**config.mk**
```make
export PLATFORM = sky130hd
export DESIGN_NAME = shift_unit
export DESIGN_NICKNAME = d
export VERILOG_FILES = /design/src/rtl/shift_unit.sv
export SDC_FILE = /design/constraint.sdc
export NUM_CORES = 1
export LEC_CHECK = 0
export CAP_MARGIN = 20
export CORE_ASPECT_RATIO = 0.8
export CORE_MARGIN = 2
export CORE_UTILIZATION = 42
export CTS_CLUSTER_SIZE = 20
export DETAILED_ROUTE_END_ITERATION = 10
export GPL_ROUTABILITY_DRIVEN = 0
export GPL_TIMING_DRIVEN = 1
export PLACE_DENSITY = 0.83
export SLEW_MARGIN = 20
export SYNTH_ARGS = -nofsm -noshare
export SYNTH_HDL_FRONTEND = slang
export SYNTH_SLANG_ARGS = --single-unit
export TNS_END_PERCENT = 20
```
**constraint.sdc**
```tcl
create_clock -name clk -period 1.3 [get_ports clk]
set_input_delay 0.26 -clock clk [delete_from_list [all_inputs] [get_ports clk]]
set_output_delay 0.26 -clock clk [all_outputs]
set_load 0.05 [all_outputs]
```
**src/rtl/shift_unit.sv**
```systemverilog
// rtl/shift_unit.sv - multi-cycle one-bit-per-clock shifter (SLL/SRL/SRA/ROR)
//
// Ports:
//   clk      in   system clock, rising edge
//   Reset    in   asynchronous active-low reset
//   Start    in   operation request, sampled only in IDLE
//   ShiftOp  in   [1:0] 0=SLL 1=SRL 2=SRA 3=ROR
//   DataIn   in   [WIDTH-1:0] operand, captured on accepted Start
//   Shamt    in   [SHAMT_W-1:0] shift amount, captured on accepted Start
//   DataOut  out  [WIDTH-1:0] shift register, final result while Done=1
//   Busy     out  high in every state except IDLE
//   Done     out  one-cycle result-valid pulse
//   StateAux out  [1:0] current state (IDLE=0 SHIFT=1 DONE=2)

module shift_unit #(
    parameter int WIDTH   = 32,
    parameter int SHAMT_W = 5
) (
    input  logic               clk,
    input  logic               Reset,
    input  logic               Start,
    input  logic [1:0]         ShiftOp,
    input  logic [WIDTH-1:0]   DataIn,
    input  logic [SHAMT_W-1:0] Shamt,
    output logic [WIDTH-1:0]   DataOut,
    output logic               Busy,
    output logic               Done,
    output logic [1:0]         StateAux
);

    typedef enum logic [1:0] {
        IDLE  = 2'd0,
        SHIFT = 2'd1,
        DONE  = 2'd2
    } state_t;

    state_t             state;
    state_t             nextState;
    logic [WIDTH-1:0]   shReg;
    logic [WIDTH-1:0]   shNext;
    logic [WIDTH-1:0]   shStep;
    logic [SHAMT_W-1:0] count;
    logic [SHAMT_W-1:0] countNext;
    logic [1:0]         opReg;
    logic [1:0]         opNext;

    // One-position step of the latched operation; the operation is taken
    // from opReg so ShiftOp changes mid-operation have no effect.
    always_comb begin
        shStep = shReg;
        case (opReg)
            2'd0:    shStep = {shReg[WIDTH-2:0], 1'b0};
            2'd1:    shStep = {1'b0, shReg[WIDTH-1:1]};
            2'd2:    shStep = {shReg[WIDTH-1], shReg[WIDTH-1:1]};
            default: shStep = {shReg[0], shReg[WIDTH-1:1]};
        endcase
    end

    always_comb begin
        nextState = state;
        shNext    = shReg;
        countNext = count;
        opNext    = opReg;
        case (state)
            IDLE: begin
                if (Start) begin
                    shNext    = DataIn;
                    countNext = Shamt;
                    opNext    = ShiftOp;
                    nextState = (Shamt != '0) ? SHIFT : DONE;
                end
            end
            SHIFT: begin
                shNext    = shStep;
                countNext = count - SHAMT_W'(1);
                // Count==1 means this edge performs the last step.
                if (count == SHAMT_W'(1)) begin
                    nextState = DONE;
                end
            end
            DONE: begin
                nextState = IDLE;
            end
            default: begin
                nextState = IDLE;
            end
        endcase
    end

    always_ff @(posedge clk or negedge Reset) begin
        if (!Reset) begin
            state <= IDLE;
            shReg <= '0;
            count <= '0;
            opReg <= 2'd0;
        end else begin
            state <= nextState;
            shReg <= shNext;
            count <= countNext;
            opReg <= opNext;
        end
    end

    // Pure decodes of registered state, so no input reaches these outputs.
    assign DataOut  = shReg;
    assign Busy     = (state != IDLE);
    assign Done     = (state == DONE);
    assign StateAux = state;

endmodule

```
# After elaboration in Yosys (flattened, before gate mapping)
# Cells that the tools add are included.
dict set report classes {
  add_sub_neg 1
  eq_ne 8
  mux 9
  reduce_logical 9
}
# operator n
set ops {}
lappend ops {{$pmux W32 S3} 1}
lappend ops {{$pmux W32 S2} 1}
lappend ops {{$mux W32} 1}
lappend ops {{$pmux W5 S2} 1}
lappend ops {{$mux W2} 3}
lappend ops {{$ne A2 B2 Y1 const B} 3}
lappend ops {{$reduce_and A2 Y1} 3}
lappend ops {{$eq A5 B1 Y1 const B} 1}
lappend ops {{$mux W5} 1}
lappend ops {{$reduce_bool A5 Y1} 1}
lappend ops {{$sub A5 B1 Y5 const B} 1}
lappend ops {{$eq A2 B1 Y1 const B} 2}
lappend ops {{$eq A2 B2 Y1 const B} 2}
lappend ops {{$logic_not A2 Y1} 2}
lappend ops {{$pmux W2 S2} 1}
lappend ops {{$reduce_bool A2 Y1} 2}
lappend ops {{$reduce_and A3 Y1} 1}
dict set report word_totals {
  register_bits 41
  inputBits 42
}

# Depth between registers and ports, before layout
# Gate-level depths: netlist of run 1.
dict set report logic_depth {
  depth_word 4
  mapped_depth 6
  mapped_depth_nobuf 5
}

# Worst setup path after synthesis of run 1
# Ideal clock, no wire load.
dict set report synth_path {
  path_type {reg-to-output}
  from {register state[0] (netlist: StateAux[0])}
  to {output Done}
  arrival_time_ns 1.557
  setup_slack_ns -0.517
  stages_incl_launch_ff 3
  cell_sequence {dfrtp_1 > buf_2 > nor2b_1}
}
dict set report synth_via {
  elab_chain_len 1
}
# element line
set synth_rtl {}
lappend synth_rtl {{from (decl)} 37} ;# state_t state;
lappend synth_rtl {{from (signal assigned)} 97} ;# state <= nextState;
lappend synth_rtl {{$eq A2 B2 Y1} 107} ;# assign Done = (state == DONE);
lappend synth_rtl {{to (decl)} 27} ;# output logic Done,
# No other way between the ends.

# Final worst setup path of run 1
dict set report layout_path {
  from {register state[0] (netlist: StateAux[0])}
  to {output Busy}
}
dict set report layout_via {
  elab_chain_len 1
}
# element line
set layout_rtl {}
lappend layout_rtl {{$reduce_bool A2 Y1} 106} ;# assign Busy = (state != IDLE);
lappend layout_rtl {{to (decl)} 26} ;# output logic Busy,
# No other way between the ends.

==> results of run 1 <==
-- worst register-to-register path, cell delays in order (launching register included) --
cell      delay, ns
dfrtp_2        0.39
buf_12         0.11
buf_4          0.15
nand3b_1       0.14
or4_4          0.43
nand3_1        0.09
-- stage by stage --
| step | std cells | setup TNS (ns) |
|---|---|---|
| finish | 443 | -2.44 |
| detailed placement | 426 | -8.51 |
| global placement | 426 | -7.50 |
| floorplan | 273 | -5.28 |
| CTS | 438 | -1.48 |
| global route | 443 | -4.49 |
-- kinds of logic after synthesis --
kind of cell	count (synthesis)	synth area share (%)
muxes	2	0.842
DFF	41	43.2
and+or+nand+nor	61	11.8
adders and majority gates	2	1.05
buffers and inverters	30	5.95
AOI/OAI and AO/OA	137	37.2
-- timing repair --
item | in CTS | in global routing
hold buffers | 1 | 0
resized for setup | 37 | 35
endpoints found under the setup margin | 18 | 45
buffers inserted | 3 | 3
hold endpoints to repair | 41 | 0
pin swaps | 7 | 6
cloned | 0 | 2
-- layout make-up --
cell class / count / area, sq um
Multi-Input combinational cell: 202 / 1390
Tap cell: 78 / 97.6
Fill cell: 368 / 1310
Timing Repair Buffer: 111 / 1550
Clock buffer: 8 / 80.1
Sequential cell: 41 / 1030
Inverter: 3 / 11.3
-- state kept, by name, indices dropped and copies added (netlist names) --
register / count
StateAux: 2
DataOut: 32
opReg: 2
count: 5
-- cell usage after synthesis (2+ instances only) --
library cell / number / share of area [%]
o21a_1: 30 / 9.5
a211oi_1: 31 / 9.8
o211ai_1: 2 / 0.63
inv_1: 3 / 0.47
buf_2: 17 / 3.6
nand2_1: 44 / 6.9
or4_1: 2 / 0.63
clkbuf_1: 9 / 1.4
o21ai_0: 28 / 5.9
o21ai_1: 34 / 7.2
nor2b_1: 2 / 0.53
nand3_1: 3 / 0.63
mux2i_1: 2 / 0.84
a2bb2oi_1: 2 / 0.74
ha_1: 2 / 1.1
dfrtp_1: 41 / 43
-- power groups by stage --
stage	Combinational (uW)	Clock, uW	Sequential [uW]
finish	9800	823	3100
global route	10400	873	3190
CTS	9140	831	3040
detailed placement	8800	0	3050
global placement	8600	0	3010
floorplan	3470	0	4400
-- placed cells by master (no fill, tap or decap), types with 2 or more instances in the layout --
cell type	instances
a211oi_1	19
a211oi_2	12
a2bb2oi_1	2
buf_12	43
buf_4	15
buf_6	7
buf_8	2
clkbuf_1	3
clkbuf_16	2
clkbuf_8	5
clkdlybuf4s50_1	40
dfrtp_1	38
dfrtp_2	3
ha_1	2
inv_1	3
mux2i_1	2
nand2_1	43
nand3_1	3
o211ai_1	2
o21a_1	30
o21ai_0	5
o21ai_1	38
o21ai_2	19
-- layer usage --
metal | wire length (microns) | track usage (%) | part of all wire [%] | vias up
met5 | 0 | 0 | 0 | -
met4 | 75 | 6.40 | 0.98 | 0
met3 | 608 | 4.95 | 8.0 | 10
met2 | 3720 | 36.9 | 49 | 120
met1 | 3240 | 34.9 | 42 | 1240
li1 | - | - | - | 1179
-- path summary, 6_finish.rpt --
path,slack (ns),cells past startpoint,end
max,-0.19,3,Busy
min in group clk,0.53,3,opReg[1]
min,0.46,3,DataOut[19]
max in group asynchronous,0.62,3,count[0]
max reg2reg,-0.09,5,count[4]
min reg2reg,0.55,1,count[0]
==> summary.md, run 1 <==
| Metric | Value |
|---|---|
| Post-DRT Antenna Nets | 0 |
| Number of synthesized register bits | 41 |
| Detailed Place HPWL | 4950 microns |
| VDD IR max | 1930 uV |
| Yosys cell types | 37 |
| Drt wl/cell | 17.2 microns |
| Part of the cycle the worst path needs | 115% |
| Initial Utilization | 43.5% |
| I/O pin cnt | 78 |
| Final core occ | 76.1% |
| Hold_ws | 0.463 ns |
| Worst-path cell chain | buf_12 -> or2_4 -> buf_8 |
| Bufs on Longest Clock Path | 2 |
| Via count | 2549 |
| Vias in the first global route | 2445 |
| Syn_area_per_cell | 8.71 sq um |
| Critical Path Source | StateAux[0] |
| CTS HTree Levels | 2 |
| Chip Width | 88.1 microns |
| Reg-to-Reg Start | StateAux[0] |
| Synth Instances | 273 |
| Final instance area | 4160 sq um |
| Hold Crit Class | in2async |
| Die height | 71.3 microns |
| Final Critical Period | 1.49 ns |
| Max_slew headroom | 76.7% |
| Combinational fraction of design power | 71.4% |
| Psw | 6570 uW |
| Full die area | 6280 sq um |
| Max-slew violations | 0 |
| Synth warn | 0 |
| Fmax | 670 MHz |
| Clk pwr share | 6.0% |
| Status | complete, but fails checks |
| Initial antenna violation count | 0 |
| Post-DP Area | 3780 sq um |
| Layout cells sized above 1 | 33.2% |
| Critical path type | reg2out |
| First drt pass iteration count | 4 |
| Commonest register cell after synthesis | dfrtp_1 |
| Failing checks | setup timing |
| Ant diodes | 0 |
| Pre-CTS setup slack | -0.317 ns |
| TritonCTS clock tree | yes |
| Pwr dens | 3300 nW/um^2 |
| EDFF count, synth | 0 |
| DRC | 0 |
| Clock Skew | 0.00416 ns |
| Initial DRC count | 172 |
| Total power | 13700 uW |
| Clk root buf | clkbuf_8 |
| CP startpoint kind | flip-flop |
| Sw Share | 47.8% |
| CP max FO | 4 |
| Core area | 5470 sq um |
| Total Wirelength | 7640 microns |
| Sequential share of power | 22.6% |
| Post-synth ARST share | 100% |
| Largest net degree at the start of global routing | 42 |
| Post-synthesis sequential area ratio | 43.2% |
| Slowest stage delay, CP | 0.43 ns |
| Clk_lat worst skew | 0.30 ns |
| Clk sink count | 41 |
| CP Capture Type | output port |
| CTS clk-pin slew, worst paths | 0.08 ns |
| Area Growth Syn to Fin | 74.9% |
| Total track usage | 24.0% |
| Cell Area, Synth | 2380 sq um |
| Row cnt | 24 |
| RSZ-0062 raised after global routing | yes |
| First-pass GRT wire length | 11900 microns |
| Nets | 408 |
| Buf/Inv on CP | 2 |
| Crit path arrival time | 1.23 ns |
| WP data required | 1.04 ns |
| Setup ws final | -0.194 ns |
| Internal power | 7170 uW |
| Post-synth net total | 317 |
| GR Overflow Total | 0 |
| Largest delay contributor family on the critical path | flip-flops |
| Num CTS Buffers | 5 |
| Port Buffers | 77 |
| Via density | 5.75 |
| P_leak | 0.00168 uW |
| Pin slew with the least headroom to its limit | 0.348 ns |
| Hold Fails Final Rpt | 0 |
| Setup Viol. Count Final | 45 |
| Max-Cap Viols | 0 |
| Slowest CP cell | dfrtp_2 |
No activity file was read; power rests on OpenSTA's default activity.
==> run 2: changes to the inputs <==
- CAP_MARGIN: 20 -> unset
==> results of run 2 <==
The final DEF is identical to that of run 1; final timing and power are the same.
